$ cat config.mk
export PLATFORM = sky130hd
export DESIGN_NAME = score_keeper
export DESIGN_NICKNAME = d
export VERILOG_FILES = /design/src/rtl/score_keeper.sv
export SDC_FILE = /design/constraint.sdc
export NUM_CORES = 1
export LEC_CHECK = 0
export BUFFER_PORTS_ARGS = -buffer_cell sky130_fd_sc_hd__buf_2
export CORE_MARGIN = 5
export CORE_UTILIZATION = 37
export DETAILED_ROUTE_END_ITERATION = 16
export GPL_TIMING_DRIVEN = 1
export REMOVE_ABC_BUFFERS = 1
export SYNTH_ARGS = -nofsm -noshare
export SYNTH_HDL_FRONTEND = slang
export SYNTH_SLANG_ARGS = --single-unit
$ cat constraint.sdc
create_clock -name clk -period 8.2 [get_ports clk]
set_clock_uncertainty 0.2 [all_clocks]
set_input_delay 0.82 -clock clk [delete_from_list [all_inputs] [get_ports clk]]
set_output_delay 0.82 -clock clk [all_outputs]
set_load 0.02 [all_outputs]
$ cat src/rtl/score_keeper.sv
// Score accumulator for the gameplay core: sums per-cycle event points with
// saturation, tracks the session high score, the ghost combo chain and the bonus life.
module score_keeper #(
  parameter int unsigned SCORE_WIDTH     = 16,
  parameter int unsigned SCORE_MAX       = 9999,
  parameter int unsigned PELLET_PTS      = 10,
  parameter int unsigned POWER_PTS       = 50,
  parameter int unsigned GHOST_BASE_PTS  = 200,
  parameter int unsigned BONUS_THRESHOLD = 5000
) (
  input  logic                   clk,
  input  logic                   rst,
  input  logic                   new_game,
  input  logic                   active,
  input  logic                   pellet_eaten,
  input  logic                   power_eaten,
  input  logic                   ghost_eaten,
  input  logic                   fright_end,
  output logic [SCORE_WIDTH-1:0] score,
  output logic [SCORE_WIDTH-1:0] high_score,
  output logic [1:0]             ghost_combo,
  output logic                   bonus_life
);

  localparam logic [SCORE_WIDTH-1:0] MaxW    = SCORE_WIDTH'(SCORE_MAX);
  localparam logic [SCORE_WIDTH-1:0] PelletW = SCORE_WIDTH'(PELLET_PTS);
  localparam logic [SCORE_WIDTH-1:0] PowerW  = SCORE_WIDTH'(POWER_PTS);
  localparam logic [SCORE_WIDTH-1:0] GhostW  = SCORE_WIDTH'(GHOST_BASE_PTS);
  localparam logic [SCORE_WIDTH-1:0] BonusW  = SCORE_WIDTH'(BONUS_THRESHOLD);

  logic [SCORE_WIDTH-1:0] score_q, score_d;
  logic [SCORE_WIDTH-1:0] high_q;
  logic [1:0]             combo_q, combo_d;
  logic                   bonus_life_q;
  logic                   bonus_given_q;
  logic                   bonus_d;
  logic [SCORE_WIDTH-1:0] inc;
  logic [SCORE_WIDTH-1:0] sum;

  // NOTE: every variable assigned in always_comb gets a default first, so no
  // path can leave it unassigned and infer a latch.
  always_comb begin
    inc = '0;
    if (pellet_eaten) inc = inc + PelletW;
    if (power_eaten)  inc = inc + PowerW;
    // Ghost is scored at the pre-update combo, even when power clears it.
    if (ghost_eaten)  inc = inc + (GhostW << combo_q);

    // Worst case 9999 + 1660 fits in 16 bits, so the compare below is exact.
    sum     = score_q + inc;
    score_d = (sum > MaxW) ? MaxW : sum;

    combo_d = combo_q;
    if (power_eaten || fright_end) begin
      combo_d = 2'd0;
    end else if (ghost_eaten && combo_q != 2'd3) begin
      combo_d = combo_q + 2'd1;
    end

    bonus_d = !bonus_given_q && (score_d >= BonusW);
  end

  // NOTE: sequential state uses non-blocking assignments so every register
  // samples the pre-edge values regardless of statement order.
  always_ff @(posedge clk) begin
    if (rst) begin
      score_q       <= '0;
      high_q        <= '0;
      combo_q       <= 2'd0;
      bonus_life_q  <= 1'b0;
      bonus_given_q <= 1'b0;
    end else begin
      bonus_life_q <= 1'b0;
      if (score_q > high_q) high_q <= score_q;

      if (new_game) begin
        score_q       <= '0;
        combo_q       <= 2'd0;
        bonus_given_q <= 1'b0;
      end else if (active) begin
        score_q <= score_d;
        combo_q <= combo_d;
        if (bonus_d) begin
          bonus_life_q  <= 1'b1;
          bonus_given_q <= 1'b1;
        end
      end
    end
  end

  assign score       = score_q;
  assign high_score  = high_q;
  assign ghost_combo = combo_q;
  assign bonus_life  = bonus_life_q;

endmodule

==> results of run 1 <==
final timing paths:
check	slack (ns)	endpoint
min	0.21	bonus_life$_SDFF_PP0_
min reg2reg	0.21	bonus_life$_SDFF_PP0_
max reg2reg	3.61	score[9]$_SDFFE_PP0P_
max	3.61	score[9]$_SDFFE_PP0P_
power breakdown:
part           switching [uW]  internal (uW)
sequential               6.17            180
clock                    64.0            107
combinational            71.6           55.1
placed cells by master, fill, tap and decap left out, types with 7 or more instances in the layout:
master and n:
nand2_1 20, ha_1 37, o21ai_0 15, buf_2 42
nand4_1 9, inv_1 27, a31oi_1 8, nor2_1 39
and2_1 7, dfxtp_1 36, o21a_1 8, and3_1 7
xnor2_1 14, a21o_1 10, a21oi_1 18, mux2i_1 17
clkbuf_8 7
per-stage QoR:
step | instance area, um^2 | hold WS (ns) | power [uW] | util, %
global route | 3260 | 0.257 | 513 | 42.4
global placement | 3140 | 0.208 | 316 | 40.8
floorplan | 2800 | 0.192 | 286 | -
detailed placement | 3140 | 0.211 | 317 | 40.8
finish | 3260 | 0.214 | 484 | 42.4
CTS | 3260 | 0.221 | 489 | 42.4
flip-flops by register name (all words and copies together) (netlist names):
register	count
score	16
bonus_life	1
ghost_combo	2
high_score	16
bonus_given_q	1
cells by family after synthesis:
| kind of cell | after synthesis | share of synthesized area (%) |
|---|---|---|
| simple gates | 101 | 16.8 |
| compound gates | 92 | 22.7 |
| buf+inv | 46 | 6.79 |
| fa+ha+maj | 39 | 17.4 |
| flops | 36 | 24.9 |
| mux | 18 | 6.27 |
| xor+xnor | 17 | 5.15 |
routing by layer:
metal	GRT usage, %	wire length [um]
met1	19.5	3260
met2	24.3	3180
met3	2.34	250
met4	4.83	105
met5	0	0
worst register-to-register path: cells and delay by family, from the launching register on:
kind | cells | cell delay (ns)
and+or+nand+nor | 6 | 1.15
AOI/OAI and AO/OA | 5 | 0.99
xor gates and xnor gates | 2 | 0.32
buffers and inverters | 3 | 0.27
adders and majority gates | 4 | 1.11
DFF | 1 | 0.41
layout make-up:
type	instances	area share, %
clock inverters	1	0.920
repair buffers	42	6.44
well taps	102	3.91
inverters	27	3.11
multi-input cells	267	60.6
flip-flops and latches	36	22.1
clock buffers	7	2.95
==> qor.txt, run 1 <==
Ports = 43
Status = finished, final reports clean
Drc violations = 0
Crit path buf inv count = 3
Rows = 32
Slew HR = 33.6%
Primary FF master, synth = dfxtp_1
Final WS setup = 3.61 ns
Fmax = 218 MHz
Worst EP arrival = 4.53 ns
Fillers = 828
RSZ-0062 raised after global routing = false
Final hold viol count = 0
Worst EP required = 8.14 ns
Synth top area cells = dfxtp_1 (25%), ha_1 (16%), mux2i_1 (5.9%)
Hold path depth = 1
Leakage = 0.00151 uW
Clock Sinks = 36
Cell area after synthesis = 2890 um^2
Clock Latency Late Sink = 0.28 ns
Critical path depth in cells = 20
Max VDD drop = 0.0000641 V
CTS tree = yes
Layout area overhead = 12.8%
Cts bufs inserted = 5
CP Cell Sequence = inv_1, ha_1, ha_1, inv_1, fa_1, inv_1, a21oi_1, nor2_1, nand2_1, xnor2_1, and2_1, ha_1, and2_1, and3_1, a221oi_4, xor2_1, a311oi_1, a22oi_2, and2_4, a31oi_1
Synth area leader = dfxtp_1
Die footprint = 9690 um^2
EDFF count, synth = 0
Via count = 2,505
Synth top area share = 24.9%
Top-count cell post-synth = nor2_1
Post-route ant nets = 0
Hpwl dp = 5.47 mm
Post-synthesis register bit count = 36
Flip-flop and latch area = 721 um^2
Antenna diode count = 0
Worst min-delay path class = reg2reg
Setup_tns = 0 ns
DRT Pass-1 Iters = 6
Critical Path Sink Type = flop
PortBufs = 42
Die width = 98.4 um
Maxcap violations = 0
Non-filler cells, final = 482
CP max stage cell = dfxtp_1
First-pass GRT wire length = 12.0 mm
Max Transition Viols Final = 0
Nets = 426
Clk buf depth = 2
CP Launch Point = ghost_combo[1]$_SDFFE_PP0P_
CTS root buf = clkbuf_8
Core Region = 7690 um^2
Post-cts resize count = 0
DRT Wirelength = 6.80 mm
GRT Util Overall = 14.7%
Syn Area/Cell = 8.29 um^2
Worst-path clk slew = 0.08 ns
Vias per cell = 5.20
Crit-path leading delay family = simple AND/OR/NAND/NOR gates
Share of cells above drive strength 1 = 16.1%
Initial antenna violation count = 0
Post-CTS setup buffers = 0
Vert. Die Dim = 98.4 um
Period minus WS final = 4.59 ns
Largest net degree at the start of global routing = 23
Placed cell count = 474
Footprint of the multi-input gates = 1980 um^2
Final setup viols = 0
Hold buffer count at CTS = 0
Crit-path max FO = 8
Gr ovfl total = 0
Wirelength per Cell = 14.1 um
CP max stage delay = 0.41 ns
Worst Tran Pin Value = 0.995 ns
Crit path kind = reg2reg
GP Congestion = 0.881
Critical Path Start Type = flop
Yosys warnings = 0
Starting density of the core = 37.6%
Period utilization = 56.0%
Unique masters post-synth = 55
Worst r2r src = ghost_combo[1]$_SDFFE_PP0P_
Pre-CTS WS = 3.45 ns
Reg2reg path depth = 20
Vias in the first global route = 2,482
Sequential area share after synthesis = 24.9%
PD cells = 148 nW/um^2
Mapped Cells = 349
H-tree lvl count = 2
Hold_sp = bonus_given_q$_SDFFE_PP0P_
Synth cell count leaders = nor2_1 (39), ha_1 (37), dfxtp_1 (36), inv_1 (27), nand2_1 (20)
Post-synth ARST share = 0%
Iter 0 DRT Violations = 113
No activity file was read; power rests on OpenSTA's default activity.
==> run 2: changes to the inputs <==
- clock period: 8.2 -> 4.55 ns (I/O delays scaled with it)
==> run 2 against run 1 <==
  * Die area unchanged
  * Worst setup slack got worse by 3.4 ns
  * Highest routed layer unchanged
  * Largest cell class unchanged
  * Total power rose by 76%
==> qor.txt, run 2 (synthesized netlist as in run 1, its figures left out) <==
Max VDD drop = 0.0000970 V
Critical Path Start Type = flop
Period utilization = 94.4%
Starting density of the core = 37.6%
Nets = 431
Via count = 2,494
Rows = 32
Clk buf depth = 2
Worst EP required = 4.51 ns
Setup_tns = 0 ns
Vias in the first global route = 2,447
PD cells = 258 nW/um^2
First-pass GRT wire length = 11.5 mm
DRT Pass-1 Iters = 4
GRT Util Overall = 14.3%
DRT Wirelength = 6.93 mm
Critical Path Sink Type = flop
Core Region = 7690 um^2
Final setup viols = 0
Gr ovfl total = 0
Initial antenna violation count = 0
Worst min-delay path class = reg2reg
GP Congestion = 0.848
Psw = 264 uW
Post-route ant nets = 0
Worst Tran Pin Value = 1.00 ns
Cts bufs inserted = 5
Seq pwr share = 39.3%
Period minus WS final = 4.29 ns
Fmax = 233 MHz
Status = finished, final reports clean
PortBufs = 42
Worst-path clk slew = 0.08 ns
Crit-path max FO = 8
CTS tree = yes
CTS root buf = clkbuf_8
Worst r2r src = ghost_combo[0]$_SDFFE_PP0P_
Iter 0 DRT Violations = 137
Hold_sp = bonus_given_q$_SDFFE_PP0P_
Slew HR = 33.1%
Hpwl dp = 5.46 mm
Largest net degree at the start of global routing = 23
Clock share of power = 33.7%
Ports = 43
Leakage = 0.00152 uW
Vert. Die Dim = 98.4 um
Commonest non-fill, non-tap cells in the layout = buf_2 (42), nor2_1 (38), ha_1 (36), dfxtp_1 (35), inv_1 (27)
Fillers = 808
Wirelength per Cell = 14.2 um
H-tree lvl count = 2
Clock Sinks = 36
Drc violations = 0
Final hold viol count = 0
Layout area overhead = 14.0%
Maxcap violations = 0
Switch share = 31.0%
CP Launch Point = ghost_combo[0]$_SDFFE_PP0P_
Max Transition Viols Final = 0
Power Internal = 587 uW
Share of cells above drive strength 1 = 18.4%
Die footprint = 9690 um^2
Antenna diode count = 0
Vias per cell = 5.12
Logic pwr share = 27.1%
Flip-flop and latch area = 722 um^2
Die width = 98.4 um
Worst EP arrival = 4.26 ns
Clock Latency Late Sink = 0.29 ns
Most common cell after layout, fill and taps aside = buf_2
Crit path kind = reg2reg
Footprint of the multi-input gates = 1990 um^2
Pwr Total = 851 uW
-- run 2: per-layer routing --
metal	up-vias	part of all wire [%]	track usage (%)
li1	1313	-	-
met5	-	0	0
met3	7	4.1	2.76
met2	50	48	25.3
met4	0	1.2	3.78
met1	1124	47	17.9
-- run 2: power groups by stage --
stage / Sequential (uW) / Clock (uW) / Combinational [uW]
final: 334 / 286 / 230
after global routing: 336 / 304 / 256
after CTS: 334 / 294 / 232
after detailed placement: 342 / 0 / 231
after global placement: 341 / 0 / 228
after floorplan: 349 / 0 / 166
-- run 2: worst max-delay path, stage by stage, from the launching register on --
cell and delay [ns]:
dfxtp_2 0.37, inv_1 0.08, ha_1 0.17, ha_1 0.17
inv_1 0.06, fa_1 0.40, inv_1 0.07, a21oi_1 0.07
nor2_2 0.15, nand2_1 0.10, xnor2_1 0.12, and2_1 0.15
ha_2 0.38, and2_2 0.21, nand3_1 0.10, o211ai_1 0.30
nand3_1 0.17, xnor2_1 0.18, a22oi_2 0.35, and2_4 0.27
a31oi_1 0.09
-- run 2: repair_timing --
action / in CTS / in global routing
hold buffers: 0 / 0
resized for setup: 0 / 6
setup endpoints to repair: 0 / 12
setup buffers: 0 / 1
-- run 2: layout make-up --
type | count | area share, %
Multi-Input combinational cell | 267 | 60.4
Sequential cell | 36 | 21.9
Timing Repair Buffer | 47 | 7.51
Tap cell | 102 | 3.87
Inverter | 27 | 3.07
Clock buffer | 6 | 2.20
Clock inverter | 2 | 1.06
-- run 2: worst paths after layout --
kind	end	depth (start not counted)	slack [ns]
worst max-delay path	score[9]$_SDFFE_PP0P_	20	0.26
worst min-delay path	bonus_life$_SDFF_PP0_	1	0.21
worst max register to register	score[9]$_SDFFE_PP0P_	20	0.26
worst min register to register	bonus_life$_SDFF_PP0_	1	0.21
-- run 2: through the flow --
stage / instances / util, % / hold slack [ns] / setup WS (ns) / cell area [um^2]
3_3_place_gp: 478 / 41.2 / 0.198 / 0.338 / 3170
4_1_cts: 486 / 42.6 / 0.216 / 0.161 / 3270
5_1_grt: 487 / 42.9 / 0.235 / -0.0688 / 3300
6_report: 487 / 42.9 / 0.215 / 0.256 / 3300
2_1_floorplan: 330 / - / 0.192 / 0.350 / 2800
3_5_place_dp: 478 / 41.2 / 0.207 / 0.183 / 3170
